## config.mk

```make
export PLATFORM = sky130hd
export DESIGN_NAME = muldiv_unit
export DESIGN_NICKNAME = d
export VERILOG_FILES = /design/src/rtl/muldiv_unit_pkg.sv /design/src/rtl/muldiv_unit_step.sv /design/src/rtl/muldiv_unit.sv
export SDC_FILE = /design/constraint.sdc
export NUM_CORES = 1
export LEC_CHECK = 0
export CORE_MARGIN = 1
export CORE_UTILIZATION = 45
export DETAILED_ROUTE_END_ITERATION = 8
export HOLD_SLACK_MARGIN = 0.02
export SYNTH_ARGS = -nofsm -noshare
export SYNTH_HDL_FRONTEND = slang
export SYNTH_SLANG_ARGS = --single-unit
```

## constraint.sdc

```tcl
create_clock -name clk -period 6.18 [get_ports clk]
set_clock_uncertainty 0.1 [all_clocks]
set_input_delay 1.854 -clock clk [delete_from_list [all_inputs] [get_ports clk]]
set_output_delay 1.854 -clock clk [all_outputs]
set_load 0.02 [all_outputs]
```

## src/rtl/muldiv_unit_pkg.sv

```systemverilog
// muldiv_unit_pkg
//   Shared constants for the iterative multiply/divide unit: operand width,
//   MDop encodings seen by the control FSM, and the unit's state encoding.
package muldiv_unit_pkg;

  localparam int MD_DATA_WIDTH = 32;

  // Operation select; bit 1 distinguishes divide from multiply.
  typedef enum logic [1:0] {
    MD_MULLO = 2'b00,
    MD_MULHI = 2'b01,
    MD_DIVU  = 2'b10,
    MD_REMU  = 2'b11
  } mdop_e;

  typedef enum logic [1:0] {
    ST_IDLE = 2'b00,
    ST_BUSY = 2'b01,
    ST_DONE = 2'b10
  } md_state_e;

  // True for the divide family (DIVU/REMU).
  function automatic logic md_is_div(input mdop_e op);
    return op[1];
  endfunction

endpackage

```

## src/rtl/muldiv_unit_step.sv

```systemverilog
// muldiv_step
//   Combinational single iteration of the multiply/divide datapath.
//   Ports:
//     i_div        : 1 = restoring-divide step, 0 = shift-add multiply step
//     i_hi / i_lo  : working register halves (product hi/lo or rem/quo)
//     i_a          : multiplicand (multiply only)
//     i_b          : divisor (divide only)
//     i_bit        : multiplier bit (multiply) or next dividend bit (divide)
//     o_hi / o_lo  : working register after this iteration
module muldiv_step #(
  parameter int DATA_WIDTH = 32
) (
  input  logic                  i_div,
  input  logic [DATA_WIDTH-1:0] i_hi,
  input  logic [DATA_WIDTH-1:0] i_lo,
  input  logic [DATA_WIDTH-1:0] i_a,
  input  logic [DATA_WIDTH-1:0] i_b,
  input  logic                  i_bit,
  output logic [DATA_WIDTH-1:0] o_hi,
  output logic [DATA_WIDTH-1:0] o_lo
);

  logic [DATA_WIDTH:0] w_sum;
  logic [DATA_WIDTH:0] w_shift;
  logic [DATA_WIDTH:0] w_diff;

  // One shift-add or shift-subtract iteration.
  always_comb begin
    w_sum   = {1'b0, i_hi} + (i_bit ? {1'b0, i_a} : {(DATA_WIDTH+1){1'b0}});
    w_shift = {i_hi, i_bit};
    // The partial remainder is always below the divisor, so the shifted
    // value is below 2*divisor and the top bit of the 33-bit difference is
    // exactly the borrow.
    w_diff  = w_shift - {1'b0, i_b};
    o_hi    = i_hi;
    o_lo    = i_lo;
    if (i_div) begin
      o_lo = {i_lo[DATA_WIDTH-2:0], ~w_diff[DATA_WIDTH]};
      if (w_diff[DATA_WIDTH]) begin
        o_hi = w_shift[DATA_WIDTH-1:0];
      end else begin
        o_hi = w_diff[DATA_WIDTH-1:0];
      end
    end else begin
      // Shift {carry, hi, lo} right by one.
      o_hi = w_sum[DATA_WIDTH:1];
      o_lo = {w_sum[0], i_lo[DATA_WIDTH-1:1]};
    end
  end

endmodule

```

## src/rtl/muldiv_unit.sv

```systemverilog
// muldiv_unit
//   Iterative unsigned 32-bit multiply/divide, one iteration per cycle,
//   fixed 33-edge latency from acceptance to out_valid.
//   Ports:
//     clk, rst            : clock, synchronous active-low reset
//     in_valid / in_ready : operand handshake (in_ready high only in IDLE)
//     A, B, MDop          : operands and operation (captured on acceptance)
//     out_valid/out_ready : result handshake (out_valid high only in DONE)
//     Result, Zero        : selected result and Result==0 flag
module muldiv_unit
  import muldiv_unit_pkg::*;
#(
  parameter int DATA_WIDTH = MD_DATA_WIDTH
) (
  input  logic                  clk,
  input  logic                  rst,
  input  logic                  in_valid,
  output logic                  in_ready,
  input  logic [DATA_WIDTH-1:0] A,
  input  logic [DATA_WIDTH-1:0] B,
  input  logic [1:0]            MDop,
  output logic                  out_valid,
  input  logic                  out_ready,
  output logic [DATA_WIDTH-1:0] Result,
  output logic                  Zero
);

  localparam int CW = $clog2(DATA_WIDTH);
  localparam logic [CW-1:0] LAST = CW'(DATA_WIDTH - 1);

  md_state_e             r_state;
  md_state_e             w_state_nxt;
  logic                  w_accept;
  logic                  w_last;
  mdop_e                 r_op;
  logic [DATA_WIDTH-1:0] r_a;
  logic [DATA_WIDTH-1:0] r_b;
  logic [DATA_WIDTH-1:0] r_hi;
  logic [DATA_WIDTH-1:0] r_lo;
  logic [CW-1:0]         r_cnt;
  logic [DATA_WIDTH-1:0] r_result;
  logic                  w_bit;
  logic [DATA_WIDTH-1:0] w_hi_nxt;
  logic [DATA_WIDTH-1:0] w_lo_nxt;
  logic [DATA_WIDTH-1:0] w_res_sel;

  // State register.
  always_ff @(posedge clk) begin
    if (!rst) begin
      r_state <= ST_IDLE;
    end else begin
      r_state <= w_state_nxt;
    end
  end

  // Next-state logic and handshake strobes.
  always_comb begin
    w_state_nxt = r_state;
    w_accept    = 1'b0;
    w_last      = 1'b0;
    case (r_state)
      ST_IDLE: begin
        if (in_valid) begin
          w_accept    = 1'b1;
          w_state_nxt = ST_BUSY;
        end else begin
          w_state_nxt = ST_IDLE;
        end
      end
      ST_BUSY: begin
        if (r_cnt == LAST) begin
          w_last      = 1'b1;
          w_state_nxt = ST_DONE;
        end else begin
          w_state_nxt = ST_BUSY;
        end
      end
      ST_DONE: begin
        if (out_ready) begin
          w_state_nxt = ST_IDLE;
        end else begin
          w_state_nxt = ST_DONE;
        end
      end
      default: w_state_nxt = ST_IDLE;
    endcase
  end

  // Multiply consumes B LSB-first; divide feeds A into the remainder MSB-first.
  always_comb begin
    if (md_is_div(r_op)) begin
      w_bit = r_a[LAST - r_cnt];
    end else begin
      w_bit = r_b[r_cnt];
    end
  end

  muldiv_step #(.DATA_WIDTH(DATA_WIDTH)) u_step (
    .i_div (md_is_div(r_op)),
    .i_hi  (r_hi),
    .i_lo  (r_lo),
    .i_a   (r_a),
    .i_b   (r_b),
    .i_bit (w_bit),
    .o_hi  (w_hi_nxt),
    .o_lo  (w_lo_nxt)
  );

  // Result selection from the final iteration's output.
  always_comb begin
    case (r_op)
      MD_MULLO: w_res_sel = w_lo_nxt;
      MD_MULHI: w_res_sel = w_hi_nxt;
      MD_DIVU:  w_res_sel = w_lo_nxt;
      MD_REMU:  w_res_sel = w_hi_nxt;
      default:  w_res_sel = {DATA_WIDTH{1'b0}};
    endcase
  end

  // Operand capture, iteration registers and result register.
  always_ff @(posedge clk) begin
    if (!rst) begin
      r_op     <= MD_MULLO;
      r_a      <= {DATA_WIDTH{1'b0}};
      r_b      <= {DATA_WIDTH{1'b0}};
      r_hi     <= {DATA_WIDTH{1'b0}};
      r_lo     <= {DATA_WIDTH{1'b0}};
      r_cnt    <= {CW{1'b0}};
      r_result <= {DATA_WIDTH{1'b0}};
    end else if (w_accept) begin
      r_op  <= mdop_e'(MDop);
      r_a   <= A;
      r_b   <= B;
      r_hi  <= {DATA_WIDTH{1'b0}};
      r_lo  <= {DATA_WIDTH{1'b0}};
      r_cnt <= {CW{1'b0}};
    end else if (r_state == ST_BUSY) begin
      r_hi  <= w_hi_nxt;
      r_lo  <= w_lo_nxt;
      r_cnt <= r_cnt + {{(CW-1){1'b0}}, 1'b1};
      if (w_last) begin
        r_result <= w_res_sel;
      end
    end
  end

  assign in_ready  = (r_state == ST_IDLE);
  assign out_valid = (r_state == ST_DONE);
  assign Result    = r_result;
  assign Zero      = (r_result == {DATA_WIDTH{1'b0}});

endmodule

```

=== Word-level counts from Yosys, hierarchy flattened ===
Index checks and enable logic that the tools add are counted.
Widths: inputs -> output; s select.

* Flip-flop bits (word level): 169
* Input port bits: 70
* Output and inout bits: 35

* Magnitude comparators: 2
* Multiplexer cells: 18
* Add/subtract/negate cells: 4
* Bitwise operators: 3
* Equal/unequal tests: 6
* Reduce and logical (&&, ||, !) cells: 7

{| class="wikitable"
|+ Operators by type and width
! cell !! count
|-
| $mux 32 || 4
|-
| $pmux 32 s2 || 1
|-
| $add 32x33->33 || 1
|-
| $sub 33x32->33 || 1
|-
| $logic_not 32->1 || 1
|-
| $lt 5x6->1 const B || 2
|-
| $bmux 1 s5 || 2
|-
| $mux 1 || 8
|-
| $eq 2x2->1 const B || 3
|-
| $pmux 2 s3 || 1
|-
| $reduce_or 2->1 || 3
|-
| $add 5x1->5 const B || 1
|-
| $eq 5x5->1 const B || 1
|-
| $sub 5x5->5 const A || 1
|-
| $eq 2x1->1 const B || 2
|-
| $logic_not 2->1 || 2
|-
| $mux 2 || 2
|-
| $not 1->1 || 3
|-
| $reduce_and 3->1 || 1
|}

=== Longest topological paths before layout ===
* Depth after elaboration: 8
* Depth in mapped cells: 22
* Gate-level depth less buffers: 18

=== Hierarchy ===
Synthesis repeated with hierarchy kept, for this count alone.

* Cell total of the unflattened synthesis: 1475
* Area total of the unflattened synthesis: 11584.9 um2

{| class="wikitable"
|+ By module, submodules not included
! module !! cells an instance !! area an instance (um2) !! instances
|-
| muldiv_unit || 797 || 6986.7 || 1
|-
| muldiv_step || 678 || 4598.2 || 1
|}

=== Worst setup path after synthesis ===
No wires, ideal clock.

* Kind: flip-flop to flip-flop
* From: register r_cnt[0]
* To: register r_result[8], in the netlist Result[8]
* Path buffers: 4
* Cell stages (with the launch flop): 21
* Required time: 5.948 ns
* Path slack: 0.702 ns
* Arrival time: 5.247 ns
* Cell sequence: dfxtp_1 buf_2 buf_2 mux4_2 mux4_2 mux2i_1 o21a_1 buf_1 ha_1 inv_1 fa_1 a211oi_2 o21a_1 o21ai_2 o21a_1 a2111o_1 o211ai_2 buf_4 mux2_2 a211oi_1 nor3_1

* Cells in the longest elaborated chain, start to end: 8
* Elaborated cells between the ends (all ways): 16
* Those cells by class: add/sub (3); eq/ne (1); mux (11); reduce/logical (1)

{| class="wikitable"
|+ Ends and longest elaborated chain
! item !! RTL line !! RTL
|-
| from (decl) || muldiv_unit.sv:40 || <nowiki>logic [CW-1:0] r_cnt;</nowiki>
|-
| from (signal assigned) || muldiv_unit.sv:128 || <nowiki>r_cnt <= {CW{1'b0}};</nowiki>
|-
| from (signal assigned) || muldiv_unit.sv:136 || <nowiki>r_cnt <= {CW{1'b0}};</nowiki>
|-
| from (signal assigned) || muldiv_unit.sv:140 || <nowiki>r_cnt <= r_cnt + {{(CW-1){1'b0}}, 1'b1};</nowiki>
|-
| $sub 5x5->5 || muldiv_unit.sv:92 || <nowiki>w_bit = r_a[LAST - r_cnt];</nowiki>
|-
| $bmux 1 s5 || muldiv_unit.sv:92 ||
|-
| $mux 1 (implied by the code) || muldiv_unit.sv:92 ||
|-
| $mux 1 || muldiv_unit.sv:91 || <nowiki>if (md_is_div(r_op)) begin</nowiki>
|-
| $mux 32 / $sub 33x32->33 (equally long branches) || muldiv_unit_step.sv:29, muldiv_unit_step.sv:34 ||
|-
| $add 32x33->33 / $mux 32 (equally long branches) || muldiv_unit_step.sv:29, muldiv_unit_step.sv:39 ||
|-
| $mux 32 || muldiv_unit_step.sv:37 || <nowiki>if (i_div) begin</nowiki>
|-
| $pmux 32 s2 || muldiv_unit.sv:111 || <nowiki>case (r_op)</nowiki>
|-
| to (signal assigned) || muldiv_unit.sv:129 || <nowiki>r_result <= {DATA_WIDTH{1'b0}};</nowiki>
|-
| to (signal assigned) || muldiv_unit.sv:142 || <nowiki>r_result <= w_res_sel;</nowiki>
|-
| to (decl) || muldiv_unit.sv:41 || <nowiki>logic [DATA_WIDTH-1:0] r_result;</nowiki>
|}

Several ways; a longest one is shown, not always the timed one. The select of a mux whose other input is x is not followed.
A chain may end at the register's enable or synchronous reset.

=== Final worst setup path ===
* From: register r_cnt[0]
* To: register r_result[22], in the netlist Result[22]

Same word-level chain as after synthesis.

==> impl_metrics.ini <==
[cts]
postCtsResizedCells = 0
cts_inserted_buffers = 17
hold_buffers = 0
insertion_delay_ps = 430
cts_buffer_depth = 2
clockRootBuffer = clkbuf_16
clock-sinks = 169
cts_max_level = 4
path_clk_slew_ps = 70
cts_tree = built
cts_setup_buffers = 0

[floorplanning]
fp.dieArea_sq_um = 26200
die_w_um = 162
rows = 58
die_y_um = 162
io_pins = 105
initial_utilization_pct = 45.7
core_sq_um = 25100

[critical_path]
critical_path.endpoint_type = register
crit_type = reg -> reg
start_kind = register
ff2ff_setup_slack_ps = 470
path_max_fanout = 22
crit_arrival_ps = 5920
required_ps = 6400

[power]
power.density_nw_per_um2 = 236
p_leak_nw = 5.14
irDropWorstVdd_mv = 0.108

[synthesis]
syn_area_per_cell_sq_um = 7.71
synthFlopType = dfxtp_1
netlist_area_sq_um = 11500
ys_warn_count = 0
yosysSeqAreaShare_pct = 29.5
synth_area_leaders = dfxtp_1, ha_1, a21oi_1, nand2_1, nor2_1
synth_enable_flop_cells = 0
netlist_instances = 1489
synth_top_area_cell = dfxtp_1
synth_top_area_share_pct = 29.5
ys_seq_elements = 169
async_flop_share_pct = 0
syn-num-nets = 1627
synth_cell_types = 73

[timing]
fin_ws_ps = 475
fin_crit_ps = 5710
hold_viol = 0
tns_ps = 0
drv_slew = 0
fmax_mhz = 175
slew_headroom_pct = 28.7
tightestPinTransition_ps = 1070
final.period_utilization_pct = 92.3
setup_viol = 0
rsz0062_at_grt = false

[place]
dp.cells = 1846
routabilityCongestion = 0.944
portBuffers = 104
hpwl_um = 26900
pre_cts_ws_ps = 404

[routing]
postRouteAntennaNets = 0
dr.pass1.iters = 5
drt-vias-per-instance = 5.78
routed_wl_um = 35300
drc = 0
vias = 10900
routedWlPerCell_um = 18.8
drt-initial-drc-count = 779

[global_route]
overflow = 0
grt_max_degree = 108
grt_usage_pct = 27.1
first_global_vias = 9994
grt_pass1_wl_um = 55500
antenna_found_initial = 1

[final_layout]
nNetsFinal = 1673
post_layout_nonfiller_instances = 1878
area_growth_syn_to_layout_pct = 16.2
drive_gt1_share_pct = 6.53

[status]
status = completed

[job]
cap_violations = 0

[worst_hold_path]
hold_class = reg -> reg
==> sequential cells by signal, summed over array words and instances, names as in the netlist <==
name	cells
Result	32
r_a	32
r_b	32
r_cnt	5
r_hi	32
r_lo	32
r_op	2
r_state	2
==> layer usage <==
metal,part of all wire [%],GRT usage (%),wire length [um]
met5,0,0,0
met3,5.1,2.43,1810
met4,2.2,9.18,789
met2,42,39.8,14900
met1,51,41.1,17900
==> path summary, 6_finish.rpt <==
path / endpoint / startpoint / depth (start not counted)
setup / recovery: Result[22]$_SDFFE_PN0P_ / r_cnt[0]$_SDFFE_PP0P_ / 19
hold reg to reg: r_a[21]$_SDFFE_PN0P_ / r_a[21]$_SDFFE_PN0P_ / 2
hold / removal: r_a[21]$_SDFFE_PN0P_ / r_a[21]$_SDFFE_PN0P_ / 2
setup reg to reg: Result[22]$_SDFFE_PN0P_ / r_cnt[0]$_SDFFE_PP0P_ / 19
==> cells in the mapped netlist (all sizes together), types with 4 or more instances <==
cell and instances:
nand2 214, dfxtp 169, a21oi 162, nor2 141
o21ai 100, clkbuf 73, ha 66, a211oi 50
mux2i 49, inv 45, nor2b 41, nor3 33
xnor2 31, a21o 28, buf 24, nand3 24
xor2 23, mux4 20, o21a 16, nor4 14
a31oi 13, o22ai 13, nand4 12, o211ai 12
and2 10, o21bai 10, and3 9, mux2 8
nand2b 7, o31ai 6, o31a 5, or3 5
o211a 4
==> where the power goes <==
| group | switching [mW] | total, mW | internal [mW] |
|---|---|---|---|
| sequential | 0.0581 | 1.20 | 1.14 |
| clock | 0.481 | 1.09 | 0.612 |
| combinational | 0.513 | 0.860 | 0.347 |
==> cell families (layout without fill, tap and decap cells) <==
family	Yosys count	count (layout)	share of synthesized area, %
other	0	1	0
buffers and inverters	142	200	4.75
adders and majority gates	68	68	7.54
and+or+nand+nor	520	520	20.1
AOI/OAI and AO/OA	459	459	25.0
DFF	169	169	29.5
xor gates and xnor gates	54	54	4.12
muxes	77	77	9.01
==> area by class of cell <==
class	instances	area, sq um
diodes	1	2.50
clock buffers	19	443
clock inverters	12	144
fillers	2488	11800
inverters	45	169
multi-input cells	1178	7580
flip-flops and latches	169	3390
well taps	330	413
repair buffers	124	1200
==> cell usage in the layout (no fill, tap or decap), types with 3 or more instances in the layout <==
| cell | n |
|---|---|
| mux2i_1 | 49 |
| ha_1 | 66 |
| nand2_1 | 213 |
| clkbuf_16 | 17 |
| nor4_1 | 14 |
| o21ai_0 | 98 |
| o21ba_2 | 3 |
| nand3_1 | 24 |
| a211oi_1 | 49 |
| nand2b_1 | 7 |
| dfxtp_1 | 167 |
| o311a_1 | 3 |
| o211ai_1 | 11 |
| clkdlybuf4s50_1 | 104 |
| and2_1 | 9 |
| nand4_1 | 12 |
| or3_1 | 5 |
| clkinv_4 | 4 |
| nor3_1 | 33 |
| inv_1 | 44 |
| o31a_1 | 5 |
| xnor2_1 | 31 |
| nor2b_1 | 40 |
| o21a_1 | 16 |
| o21bai_1 | 10 |
| nor2_1 | 141 |
| o221ai_1 | 3 |
| o211a_1 | 4 |
| xor2_1 | 23 |
| o31ai_1 | 6 |
| or2_2 | 3 |
| mux2_2 | 7 |
| and3_1 | 9 |
| buf_4 | 19 |
| a21o_1 | 28 |
| mux4_2 | 20 |
| a21oi_1 | 161 |
| o22ai_1 | 12 |
| a31oi_1 | 13 |
==> critical path: stages (launching register included) <==
cell	delay (ps)
dfxtp_1	440
buf_12	210
mux4_2	500
mux4_2	520
mux2_2	280
nand2_1	90
o21a_1	150
ha_1	190
inv_1	60
fa_1	420
a211oi_2	220
o21a_1	180
o21ai_2	110
o21a_1	280
a2111o_1	480
o211ai_4	340
buf_4	380
o21ai_0	160
o21ba_2	220
a311o_1	260
==> stage by stage <==
stage	instance area [sq um]	utilization [%]	hold slack (ps)	power (mW)
6_report	13300	53.1	379	3.15
2_1_floorplan	11500	-	342	1.81
5_1_grt	13300	53.1	397	3.29
4_1_cts	13300	53.1	380	3.15
3_5_place_dp	12700	50.8	370	2.07
3_3_place_gp	12700	50.8	363	2.06
(Power assumes the default switching activity.)
